<file path="src/rtl/code_mux_pkg.sv">
// Shared constants and helpers for the registered lane-select multiplexer.
//   DEF_NUM_IN   default number of data lanes
//   DEF_SEL_W    default select width, equal to $clog2(DEF_NUM_IN)
//   DEF_RST_VAL  default reset value of the registered output
//   sel_in_range returns 1 when a lane index addresses a real lane
package code_mux_pkg;

  localparam int   DEF_NUM_IN  = 8;
  localparam int   DEF_SEL_W   = 3;
  localparam logic DEF_RST_VAL = 1'b0;

  // Lane indices at or above the lane count only exist when the lane count
  // is not a power of two; those selections read as zero and raise sel_err.
  function automatic logic sel_in_range(input int sel, input int n);
    return (sel < n);
  endfunction

endpackage

</file>
<file path="src/rtl/mux_tree_n.sv">
// Combinational N-to-1 single-bit multiplexer built as a binary tree of 2:1
// muxes, one tree level per select bit.
//   I       in   NUM_IN  data lanes, I[k] is lane k
//   Sel     in   SEL_W   unsigned lane index
//   Y_comb  out  1       I[Sel], or 0 when Sel addresses a lane beyond NUM_IN
module mux_tree_n
  import code_mux_pkg::*;
#(
  parameter int NUM_IN = DEF_NUM_IN,
  parameter int SEL_W  = $clog2(NUM_IN)
) (
  input  logic [NUM_IN-1:0] I,
  input  logic [SEL_W-1:0]  Sel,
  output logic              Y_comb
);

  localparam int LEAVES = 1 << SEL_W;

  // Heap-ordered node array: node 0 is the root, node i has children 2i+1
  // (select bit 0) and 2i+2 (select bit 1), leaves start at LEAVES-1. Walking
  // from root to leaf consumes Sel from MSB to LSB, so leaf LEAVES-1+k is lane k.
  logic [2*LEAVES-2:0] node;

  // Leaves past the last real lane are tied low so out-of-range selections
  // yield 0 without any separate range gating.
  for (genvar k = 0; k < LEAVES; k++) begin : g_leaf
    if (k < NUM_IN) begin : g_real
      assign node[LEAVES-1+k] = I[k];
    end else begin : g_pad
      assign node[LEAVES-1+k] = 1'b0;
    end
  end

  for (genvar d = 0; d < SEL_W; d++) begin : g_level
    for (genvar j = 0; j < (1 << d); j++) begin : g_node
      localparam int IDX = (1 << d) - 1 + j;
      assign node[IDX] = Sel[SEL_W-1-d] ? node[2*IDX+2] : node[2*IDX+1];
    end
  end

  assign Y_comb = node[0];

endmodule

</file>
<file path="src/rtl/code_mux8to1.sv">
// Registered lane-select multiplexer: Y is I[Sel] captured on the rising clock
// edge when the inputs are qualified, alongside a zero-latency tap.
//   clk      in   1       rising-edge clock
//   rst      in   1       synchronous active-high reset
//   I        in   NUM_IN  data lanes
//   Sel      in   SEL_W   unsigned lane index
//   in_vld   in   1       qualifies I/Sel this cycle
//   Y        out  1       registered selected bit
//   Y_comb   out  1       combinational selected bit
//   out_vld  out  1       Y was loaded from a qualified input last edge
//   sel_err  out  1       last qualified Sel addressed a lane >= NUM_IN
module code_mux8to1
  import code_mux_pkg::*;
#(
  parameter int   NUM_IN  = DEF_NUM_IN,
  parameter int   SEL_W   = DEF_SEL_W,
  parameter logic RST_VAL = DEF_RST_VAL
) (
  input  logic              clk,
  input  logic              rst,
  input  logic [NUM_IN-1:0] I,
  input  logic [SEL_W-1:0]  Sel,
  input  logic              in_vld,
  output logic              Y,
  output logic              Y_comb,
  output logic              out_vld,
  output logic              sel_err
);

  logic y_q, y_d;
  logic outVld_q, outVld_d;
  logic selErr_q, selErr_d;
  logic selOutOfRange;

  mux_tree_n #(
    .NUM_IN (NUM_IN),
    .SEL_W  (SEL_W)
  ) u_tree (
    .I      (I),
    .Sel    (Sel),
    .Y_comb (Y_comb)
  );

  assign selOutOfRange = !sel_in_range(int'(Sel), NUM_IN);

  // Y and sel_err only move on a qualified input; out_vld simply follows
  // in_vld so it pulses for exactly one cycle per accepted selection.
  always_comb begin
    y_d      = y_q;
    selErr_d = selErr_q;
    outVld_d = in_vld;
    if (in_vld) begin
      y_d      = Y_comb;
      selErr_d = selOutOfRange;
    end
  end

  // Reset takes priority over a qualified input arriving on the same edge.
  always_ff @(posedge clk) begin
    if (rst) begin
      y_q      <= RST_VAL;
      outVld_q <= 1'b0;
      selErr_q <= 1'b0;
    end else begin
      y_q      <= y_d;
      outVld_q <= outVld_d;
      selErr_q <= selErr_d;
    end
  end

  assign Y       = y_q;
  assign out_vld = outVld_q;
  assign sel_err = selErr_q;

endmodule

</file>
<file path="config.mk">
export PLATFORM = sky130hd
export DESIGN_NAME = code_mux8to1
export DESIGN_NICKNAME = d
export VERILOG_FILES = /design/src/rtl/code_mux_pkg.sv /design/src/rtl/mux_tree_n.sv /design/src/rtl/code_mux8to1.sv
export SDC_FILE = /design/constraint.sdc
export NUM_CORES = 1
export LEC_CHECK = 0
export BUFFER_PORTS_ARGS = -buffer_cell sky130_fd_sc_hd__buf_4
export CAP_MARGIN = 10
export CORE_AREA = 5 5 42 44
export CTS_CLUSTER_DIAMETER = 150
export DETAILED_ROUTE_END_ITERATION = 8
export DIE_AREA = 0 0 47 49
export HOLD_SLACK_MARGIN = 0.03
export MAX_ROUTING_LAYER = met4
export SYNTH_ARGS = -nofsm -noshare
export SYNTH_HDL_FRONTEND = slang
export SYNTH_SLANG_ARGS = --single-unit
export TNS_END_PERCENT = 5
</file>
<file path="constraint.sdc">
create_clock -name clk -period 2.05 [get_ports clk]
set_input_delay 0.205 -clock clk [delete_from_list [all_inputs] [get_ports clk]]
set_output_delay 0.205 -clock clk [all_outputs]
set_load 0.05 [all_outputs]
</file>
* Word-level counts from Yosys, hierarchy flattened
Index checks and enable logic that the tools add are counted.
** Storage, ports and cells
- Memories kept :: 0
- Bits in latches :: 0
- Memory bits (read-only) :: 0
- Bits in registers :: 2
- Logic and storage cells :: 9
- RAM bits :: 0
** Cells by class
- Shifts and indexed selects :: 0
- Reduce and logical (&&, ||, !) cells :: 0
- Equal/unequal tests :: 0
- Mux-type cells :: 7
- Magnitude comparators :: 0
- Multiply operators :: 0
- Div/mod/pow operators :: 0
- $add $sub $neg :: 0
- Bitwise operators :: 0
** Operators with widths (number)
- $mux W1 :: 7

* Longest topological paths before layout
Gate-level depths: netlist (run 1).
- Word-level depth :: 3
- Mapped depth :: 4

* Hierarchy
Synthesis (run 1) repeated with hierarchy kept, for this count alone.
** Second synthesis, totals
- Cells, all modules :: 10
- Area total of the unflattened synthesis :: 135.1 µm²
** Modules (own cells, without submodules)
- code_mux8to1 :: cells an instance 7, instances 1, seq. area each 40.0 µm², area each 71.3 µm²
- mux_tree_n :: cells an instance 3, instances 1, seq. area each 0.0 µm², area each 63.8 µm²

* Worst setup path before layout (run 1)
Ideal clock, no wire load.
- Path kind :: in2out
- Start point :: input port Sel[0]
- End point :: output port Y_comb
- Stages :: 4
- Path buffers :: 1
- Arrival time :: 1264 ps
- Slack :: 581 ps
- Path through :: clkbuf_2 > mux2i_1 > mux4_2 > inv_1
** Between the ends
- Cells in the longest elaborated chain, start to end :: 3
** RTL lines
- start: declaration :: line code_mux8to1.sv:22 : input logic [SEL_W-1:0] Sel,
- $mux W1 (2 in series) :: line mux_tree_n.sv:37 : assign node[IDX] = Sel[SEL_W-1-d] ? node[2*IDX+2] : node[2*IDX+1];
- $mux W1 (*) :: line mux_tree_n.sv:37
- end: declaration :: line code_mux8to1.sv:25 : output logic Y_comb,
Mark *: on every way between the ends. The rest lies on a longest branch, timed or not.

* Final worst setup path (run 1)
Ends and elaborated chain as after synthesis.

==> results.sh, run 1 <==
export IMPL_worst_ep_required_time_ps=1850
export IMPL_hold_class="input port to flop"
export IMPL_worst_ep_arrival_time_ps=1210
export IMPL_syn2layout_area_growth_pct=103
export IMPL_p_switching_w=0.0000574
export IMPL_hold_end="Y$_SDFFE_PP0P_"
export IMPL_period_minus_slack_ps=1420
export IMPL_fp_dieArea_um2=2300
export IMPL_cp_end_kind="output port"
export IMPL_ys_ff_latch=2
export IMPL_synth_cells=14
export IMPL_holdWs_ps=154
export IMPL_ys_types=10
export IMPL_path_buf_inv=3
export IMPL_antenna_found_initial=0
export IMPL_avgSynthCellArea_um2=10.4
export IMPL_p_leak_nw=0.153
export IMPL_clk_pin_slew_ps=30
export IMPL_cts_sinks=2
export IMPL_worstSkewPairLatency_ps=220
export IMPL_p_sw_frac=0.293
export IMPL_timing_setup_tns_ps=0
export IMPL_path_common_cell="buf_4"
export IMPL_dp_slack_ps=626
export IMPL_holdPathStages=2
export IMPL_wirelength_um=403
export IMPL_cts_hold_repair_buffers=0
export IMPL_clock_skew_ps=0
export IMPL_min_delay_start="rst"
export IMPL_postRouteAntennaNets=0
export IMPL_nFillCells=157
export IMPL_drt_first_iter_violations=3
export IMPL_n_antenna_cell=0
export IMPL_critPathKind="input port to output port"
export IMPL_post_cts_buffers=0
export IMPL_clockPowerShare=0.435
export IMPL_num_io_pins=18
export IMPL_grt_overflow=0
export IMPL_worstReg2RegEnd="Y$_SDFFE_PP0P_"
export IMPL_timing_rr_start="Y$_SDFFE_PP0P_"
export IMPL_crit_chain="buf_4 > mux2i_1 > mux4_2 > inv_1 > buf_4"
export IMPL_design_core_area_um2=1400
export IMPL_drtPass1Iterations=3
export IMPL_die_h_um=49
export IMPL_r2r_slack_ps=1420
export IMPL_power_frac_seq=0.220
export IMPL_ir_drop_mv=0.146
export IMPL_synthesis_area_um2=145
export IMPL_cap_viol_max_count=0
export IMPL_cts_buffers=3
export IMPL_drt_wirelength_per_cell_um=8.57
export IMPL_r2r_cells=2
export IMPL_grt_max_degree=5
export IMPL_path_depth=5
export IMPL_drc=0
export IMPL_nets=47
export IMPL_dp_cells=44
export IMPL_die_w_um=47
export IMPL_cp_start_kind="input port"
export IMPL_num_vias=165
export IMPL_finalMaxSlewViolations=0
export IMPL_fin_crit_sh=0.691
export IMPL_num_rows=14
export IMPL_setup_ws_ps=633
export IMPL_timing_fmax_ghz=0.706
export IMPL_crit_slowest_cell="mux4_2"
export IMPL_status="finished, final reports clean"
export IMPL_slowest_delay_ps=490
export IMPL_portBuffers=16
export IMPL_rsz0062_at_grt="false"
export IMPL_first_global_vias=196
export IMPL_grt_first_pass_wirelength_um=662
export IMPL_crit_start="Sel[0]"
export IMPL_gr_usage_all_layers=0.0433
export IMPL_initial_utilization=0.104
export IMPL_pwr_share_comb=0.345
export IMPL_fin_cells=47
export IMPL_hold_viol=0
export IMPL_finalWeightedCongestion=0.619
export IMPL_synth_nets=28
export IMPL_clock_path_buffers=2
export IMPL_setup_violations=0
export IMPL_cts_tree="done"
export IMPL_p_int_w=0.000138
export IMPL_path_delay_family="multiplexers"
export IMPL_finalPower_w=0.000196
export IMPL_synth_warnings=0
export IMPL_vias_per_cell=3.51
export IMPL_cts_max_level=1
export IMPL_seq_area_frac_synth=0.276
export IMPL_crit_fanout=4
export IMPL_drive_gt1_frac=0.677
export IMPL_p_per_area_nw_per_um2=663
export IMPL_cts_root_buf="clkbuf_4"
export IMPL_cts_repair_resized=0
-- cell usage in the layout, fill, tap and decap left out, drive strengths merged --
cell type | synthesis | routed
a211oi | 1 | 1
buf | 1 | 16
clkbuf | 1 | 3
conb | 1 | 1
dfxtp | 2 | 2
inv | 1 | 1
mux2i | 4 | 4
mux4 | 1 | 1
nor2 | 1 | 1
nor2b | 1 | 1
-- area by class of cell --
class,instances,area (um2),share of cell area
well taps,16,20.0,0.0678
inverters,1,3.75,0.0127
clock buffers,3,22.5,0.0763
flip-flops and latches,2,40.0,0.136
repair buffers,16,120,0.407
multi-input cells,9,88.8,0.301
-- synthesized netlist by cell type (all sizes together) --
| cell type | count | share of area |
|---|---|---|
| mux4 | 1 | 0.16 |
| dfxtp | 2 | 0.28 |
| nor2 | 1 | 0.026 |
| nor2b | 1 | 0.043 |
| inv | 1 | 0.026 |
| mux2i | 4 | 0.28 |
| a211oi | 1 | 0.086 |
| buf | 1 | 0.052 |
| conb | 1 | 0.026 |
| clkbuf | 1 | 0.034 |
-- flip-flops by register name, indices dropped and copies added, names as in the netlist --
signal / count
Y: 1
out_vld: 1
-- worst max-delay path by stage --
stage	slack (ps)	endpoint
floorplan	580	Y_comb
global placement	640	Y_comb
detailed placement	630	Y_comb
CTS	620	Y_comb
global route	570	Y_comb
finish	630	Y_comb
-- power groups by stage --
stage               sequential [W]  combinational, W   clock, W
global route             0.0000435         0.0000721  0.0000964
floorplan                0.0000530         0.0000307          0
finish                   0.0000431         0.0000676  0.0000851
global placement         0.0000434         0.0000680          0
CTS                      0.0000431         0.0000686  0.0000914
detailed placement       0.0000435         0.0000682          0
-- through the flow --
step,utilization,instance area (um2)
2_1_floorplan,-,145
3_3_place_gp,0.195,273
3_5_place_dp,0.195,273
4_1_cts,0.211,295
5_1_grt,0.211,295
6_report,0.211,295
-- kinds of logic (layout without fill, tap and decap cells) --
family,Yosys count,after routing,synth area share
AO/OA/AOI/OAI,1,1,0.0862
buffers and inverters,3,20,0.112
flip-flops,2,2,0.276
multiplexers,5,5,0.431
other,1,1,0.0258
AND/OR/NAND/NOR,2,2,0.0690
-- per-layer routing --
metal	GRT usage	wire, um
met2	0.0498	145
met4	0.0415	0
met5	-	0
met3	0.0258	81
met1	0.0482	175
-- worst register-to-register path: stages, from the launching register on --
cell,delay [ps]
dfxtp_1,320
nor2_1,60
a211oi_2,170
Power figures use the tool's default switching activity.
==> run 2, diff against run 1 <==
ABC_AREA = 1   (was default)
clock period = 1.4 ns   (was 2.05 ns; I/O delays follow)
==> results.sh, run 2 <==
export IMPL_status="finished, final reports clean"
export IMPL_gr_usage_all_layers=0.0576
export IMPL_num_rows=14
export IMPL_synthTopCellsByArea="inv_1 (23%), dfxtp_1 (20%), nand2_1 (15%)"
export IMPL_timing_fmax_ghz=1.02
export IMPL_clk_pin_slew_ps=30
export IMPL_path_delay_family="buffers and inverters"
export IMPL_setup_violations=0
export IMPL_p_switching_w=0.0000937
export IMPL_finalWeightedCongestion=0.652
export IMPL_fp_dieArea_um2=2300
export IMPL_slowest_delay_ps=180
export IMPL_synth_ff_type="dfxtp_1"
export IMPL_cap_viol_max_count=0
export IMPL_wirelength_um=473
export IMPL_finalPower_w=0.000295
export IMPL_ys_async_sr_fraction=0
export IMPL_cts_tree="done"
export IMPL_p_leak_nw=0.224
export IMPL_cts_sinks=2
export IMPL_timing_setup_tns_ps=0
export IMPL_path_common_cell="buf_4"
export IMPL_cp_start_kind="input port"
export IMPL_yosys_area_top_type="inv_1"
export IMPL_clock_path_buffers=2
export IMPL_path_buf_inv=4
export IMPL_die_w_um=47
export IMPL_syn2layout_area_growth_pct=79.0
export IMPL_cts_max_level=1
export IMPL_drtPass1Iterations=3
export IMPL_hold_viol=0
export IMPL_p_per_area_nw_per_um2=840
export IMPL_fin_crit_sh=0.700
export IMPL_hold_class="input port to flop"
export IMPL_portBuffers=16
export IMPL_rsz0062_at_grt="false"
export IMPL_final_common_cell="buf_4"
export IMPL_synth_commonest_cells="inv_1 (12), nand2_1 (8), nand3_1 (4)"
export IMPL_crit_chain="buf_4 > inv_2 > nand2_1 > nand3_1 > nand3_2 > nand2_2 > inv_1 > buf_4"
export IMPL_p_sw_frac=0.317
export IMPL_cts_root_buf="clkbuf_4"
export IMPL_vias_per_cell=3.51
export IMPL_ys_ff_latch=2
export IMPL_power_frac_seq=0.213
export IMPL_nFillCells=168
export IMPL_cp_end_kind="output port"
export IMPL_cts_repair_resized=0
export IMPL_r2r_slack_ps=790
export IMPL_cts_hold_repair_buffers=0
export IMPL_crit_slowest_cell="buf_4"
export IMPL_finalMaxSlewViolations=0
export IMPL_die_h_um=49
export IMPL_worst_ep_required_time_ps=1260
export IMPL_seq_area_frac_synth=0.204
export IMPL_synth_top_area_share=0.229
export IMPL_grt_max_degree=6
export IMPL_hpwl_um=423
export IMPL_cts_buffers=3
export IMPL_design_core_area_um2=1400
export IMPL_ir_drop_mv=0.281
export IMPL_drc=0
export IMPL_clockPowerShare=0.429
export IMPL_post_cts_buffers=0
export IMPL_n_antenna_cell=0
export IMPL_drt_wirelength_per_cell_um=6.86
export IMPL_postRouteAntennaNets=0
export IMPL_drive_gt1_frac=0.453
export IMPL_p_int_w=0.000202
export IMPL_nets=69
export IMPL_antenna_found_initial=0
export IMPL_grt_util_met1=0.0611
export IMPL_worstSkewPairLatency_ps=220
export IMPL_initial_utilization=0.140
export IMPL_grt_busiest_layer="met2"
export IMPL_drt_first_iter_violations=2
export IMPL_critPathKind="input port to output port"
export IMPL_yosysMostFrequentCell="inv_1"
export IMPL_worst_ep_arrival_time_ps=840
export IMPL_num_io_pins=18
export IMPL_pwr_share_comb=0.358
export IMPL_synthesis_area_um2=196
export IMPL_synth_cells=35
export IMPL_avgSynthCellArea_um2=5.61
export IMPL_grtUsageMet2=0.0701
export IMPL_first_global_vias=231
export IMPL_grt_overflow=0
export IMPL_grt_first_pass_wirelength_um=869
export IMPL_crit_fanout=5
export IMPL_synth_warnings=0
export IMPL_synth_nets=49
export IMPL_use_met3=0.0443
export IMPL_period_minus_slack_ps=980
export IMPL_clock_skew_ps=0
export IMPL_final_cell_mix="buf_4 (16), inv_1 (12), nand2_1 (8)"
export IMPL_num_vias=242
export IMPL_synth_edf_count=0
export IMPL_ys_types=12
run 2: cell types whose count changed after synthesis, moves of 2 or more:
cell     previous run  this run
inv_1               1        12
nand2_1             0         8
mux2i_1             4         0
nand3_1             0         4
nand3_2             0         2
run 2: power by group through the flow:
stage,clock network (W),logic [W],registers [W]
6_report,0.000127,0.000106,0.0000630
5_1_grt,0.000143,0.000116,0.0000631
4_1_cts,0.000135,0.000107,0.0000630
3_5_place_dp,0,0.000107,0.0000637
3_3_place_gp,0,0.000107,0.0000637
2_1_floorplan,0,0.0000494,0.0000774
run 2: per-stage QoR:
stage / cell area, um2 / setup WS (ps) / instances / util / hold WS [ps]
2_1_floorplan: 196 / 475 / 35 / - / 211
3_3_place_gp: 329 / 422 / 66 / 0.235 / 307
3_5_place_dp: 329 / 409 / 66 / 0.235 / 309
4_1_cts: 352 / 409 / 69 / 0.251 / 66.7
5_1_grt: 352 / 348 / 69 / 0.251 / 75.5
6_report: 352 / 420 / 69 / 0.251 / 75.8
run 2: cell type report:
class / count / area [um2] / share of cell area
repair buffers: 16 / 120 / 0.342
inverters: 13 / 48.8 / 0.139
clock buffers: 3 / 22.5 / 0.0641
multi-input cells: 19 / 100 / 0.285
flip-flops and latches: 2 / 40.0 / 0.114
well taps: 16 / 20.0 / 0.0569
run 2: path summary, 6_finish.rpt:
path / startpoint / to / depth (start not counted)
worst min-delay path: rst / out_vld$_SDFF_PP0_ / 2
worst max-delay path: Sel[0] / Y_comb / 8
worst min register to register: Y$_SDFFE_PP0P_ / Y$_SDFFE_PP0P_ / 2
worst max register to register: Y$_SDFFE_PP0P_ / Y$_SDFFE_PP0P_ / 2
run 2: metal layers:
layer	wire [um]	part of all wire
met1	195	0.41
met3	39	0.082
met2	239	0.51
met5	0	0
met4	0	0
run 2: kinds of logic after synthesis:
kind of cell | synth area share
flip-flops | 0.204
buffers and inverters | 0.287
AO/OA/AOI/OAI | 0.0828
AND/OR/NAND/NOR | 0.408
other | 0.0191
==> run 3, diff against run 2 <==
clock period = 1 ns   (was 1.4 ns; I/O delays follow)
==> results.sh, run 3 (same netlist as run 2, synthesis figures left out) <==
export IMPL_p_switching_w=0.000135
export IMPL_initial_utilization=0.140
export IMPL_grt_first_pass_wirelength_um=986
export IMPL_grt_max_degree=6
export IMPL_finalMaxSlewViolations=0
export IMPL_gr_usage_all_layers=0.0634
export IMPL_worst_ep_required_time_ps=900
export IMPL_hold_viol=0
export IMPL_p_int_w=0.000285
export IMPL_finalPower_w=0.000420
export IMPL_nets=70
export IMPL_cap_viol_max_count=0
export IMPL_dp_cells=66
export IMPL_drtPass1Iterations=3
export IMPL_period_minus_slack_ps=894
export IMPL_num_io_pins=18
export IMPL_wirelength_um=506
export IMPL_first_global_vias=255
export IMPL_fp_dieArea_um2=2300
export IMPL_hpwl_um=446
export IMPL_n_antenna_cell=0
export IMPL_num_rows=14
export IMPL_grt_overflow=0
export IMPL_drt_wirelength_per_cell_um=7.23
export IMPL_cp_end_kind="output port"
export IMPL_crit_fanout=5
export IMPL_vias_per_cell=3.46
export IMPL_worst_ep_arrival_time_ps=790
export IMPL_num_vias=242
export IMPL_drive_gt1_frac=0.444
export IMPL_drt_first_iter_violations=2
export IMPL_cts_repair_resized=0
export IMPL_cts_tree="done"
export IMPL_finalWeightedCongestion=0.662
export IMPL_design_core_area_um2=1400
export IMPL_die_w_um=47
export IMPL_cts_root_buf="clkbuf_4"
export IMPL_antenna_found_initial=0
export IMPL_critPathKind="input port to output port"
export IMPL_cts_max_level=1
export IMPL_postRouteAntennaNets=0
export IMPL_ir_drop_mv=0.235
export IMPL_drc=0
export IMPL_holdWs_ps=68.1
export IMPL_p_per_area_nw_per_um2=1160
export IMPL_r2r_cells=2
export IMPL_cts_sinks=2
export IMPL_timing_setup_tns_ps=0
export IMPL_cp_start_kind="input port"
export IMPL_die_h_um=49
export IMPL_clk_pin_slew_ps=30
export IMPL_clock_path_buffers=2
export IMPL_clockPowerShare=0.429
export IMPL_timing_fmax_ghz=1.12
export IMPL_cts_buffers=3
export IMPL_post_cts_buffers=0
export IMPL_r2r_slack_ps=380
export IMPL_p_sw_frac=0.322
export IMPL_design_area_um2=362
export IMPL_worstSkewPairLatency_ps=230
export IMPL_crit_start="Sel[0]"
export IMPL_setup_violations=0
export IMPL_placed_area_um2=329
export IMPL_fin_crit_sh=0.894
export IMPL_status="finished, final reports clean"
export IMPL_power_frac_seq=0.210
export IMPL_p_leak_nw=0.228
export IMPL_rsz0062_at_grt="false"
export IMPL_portBuffers=16
export IMPL_final_cell_mix="buf_4 (16), inv_1 (12), nand2_1 (8)"
export IMPL_clock_skew_ps=0
export IMPL_critPathCapture="Y_comb"
export IMPL_hold_class="input port to flop"
export IMPL_fin_cells=70
export IMPL_worstReg2RegEnd="Y$_SDFFE_PP0P_"
export IMPL_final_common_cell="buf_4"
export IMPL_syn2layout_area_growth_pct=84.1
export IMPL_pwr_share_comb=0.361
export IMPL_timing_rr_start="Y$_SDFFE_PP0P_"
## run 3: cell types whose count changed in the layout (fill, tap and decap cells not counted), sizes merged
cell,delta
dlygate4sd3,+1
## run 3: power groups by stage
stage	Sequential (W)	Combinational, W	Clock (W)
6_report	0.0000882	0.000152	0.000180
5_1_grt	0.0000883	0.000166	0.000208
4_1_cts	0.0000881	0.000154	0.000194
3_5_place_dp	0.0000892	0.000151	0
3_3_place_gp	0.0000893	0.000150	0
2_1_floorplan	0.000108	0.0000691	0
## run 3: cell type report
cell class	instances	area, um2
fillers	169	1040
repair buffers	17	130
multi-input cells	19	100
inverters	13	48.8
flip-flops and latches	2	40.0
clock buffers	3	22.5
well taps	16	20.0
## run 3: stage by stage
stage	utilization	setup slack, ps
global route	0.258	9.80
detailed placement	0.235	95.4
global placement	0.235	101
finish	0.258	106
floorplan	-	75.2
CTS	0.258	95.1
## run 3: metal layers
| metal | vias up | part of all wire | track usage |
|---|---|---|---|
| met1 | 93 | 0.42 | 0.0677 |
| met4 | 0 | 0.022 | 0.0415 |
| met5 | - | 0 | - |
| met3 | 2 | 0.093 | 0.0480 |
| met2 | 12 | 0.46 | 0.0792 |
| li1 | 135 | - | - |
## run 3: worst min path at each step
stage,start,end,slack (ps),cells past startpoint
after detailed placement,rst,out_vld$_SDFF_PP0_,270,2
after floorplan,rst,out_vld$_SDFF_PP0_,170,1
after global routing,in_vld,Y$_SDFFE_PP0P_,60,2
after CTS,in_vld,Y$_SDFFE_PP0P_,60,2
final,in_vld,Y$_SDFFE_PP0P_,70,2
after global placement,rst,out_vld$_SDFF_PP0_,270,2
## run 3: critical path, cell delays in order
cell and delay, ps:
buf_4 130, inv_2 70, nand2_1 50, nand3_1 80, nand3_2 80, nand2_2 80
inv_1 40, buf_4 180
## run 3: what timing repair did
action / in CTS / in global routing
hold buffers: 1 / 0
endpoints found under the hold margin: 1 / 0
endpoints found under the setup margin: 0 / 0
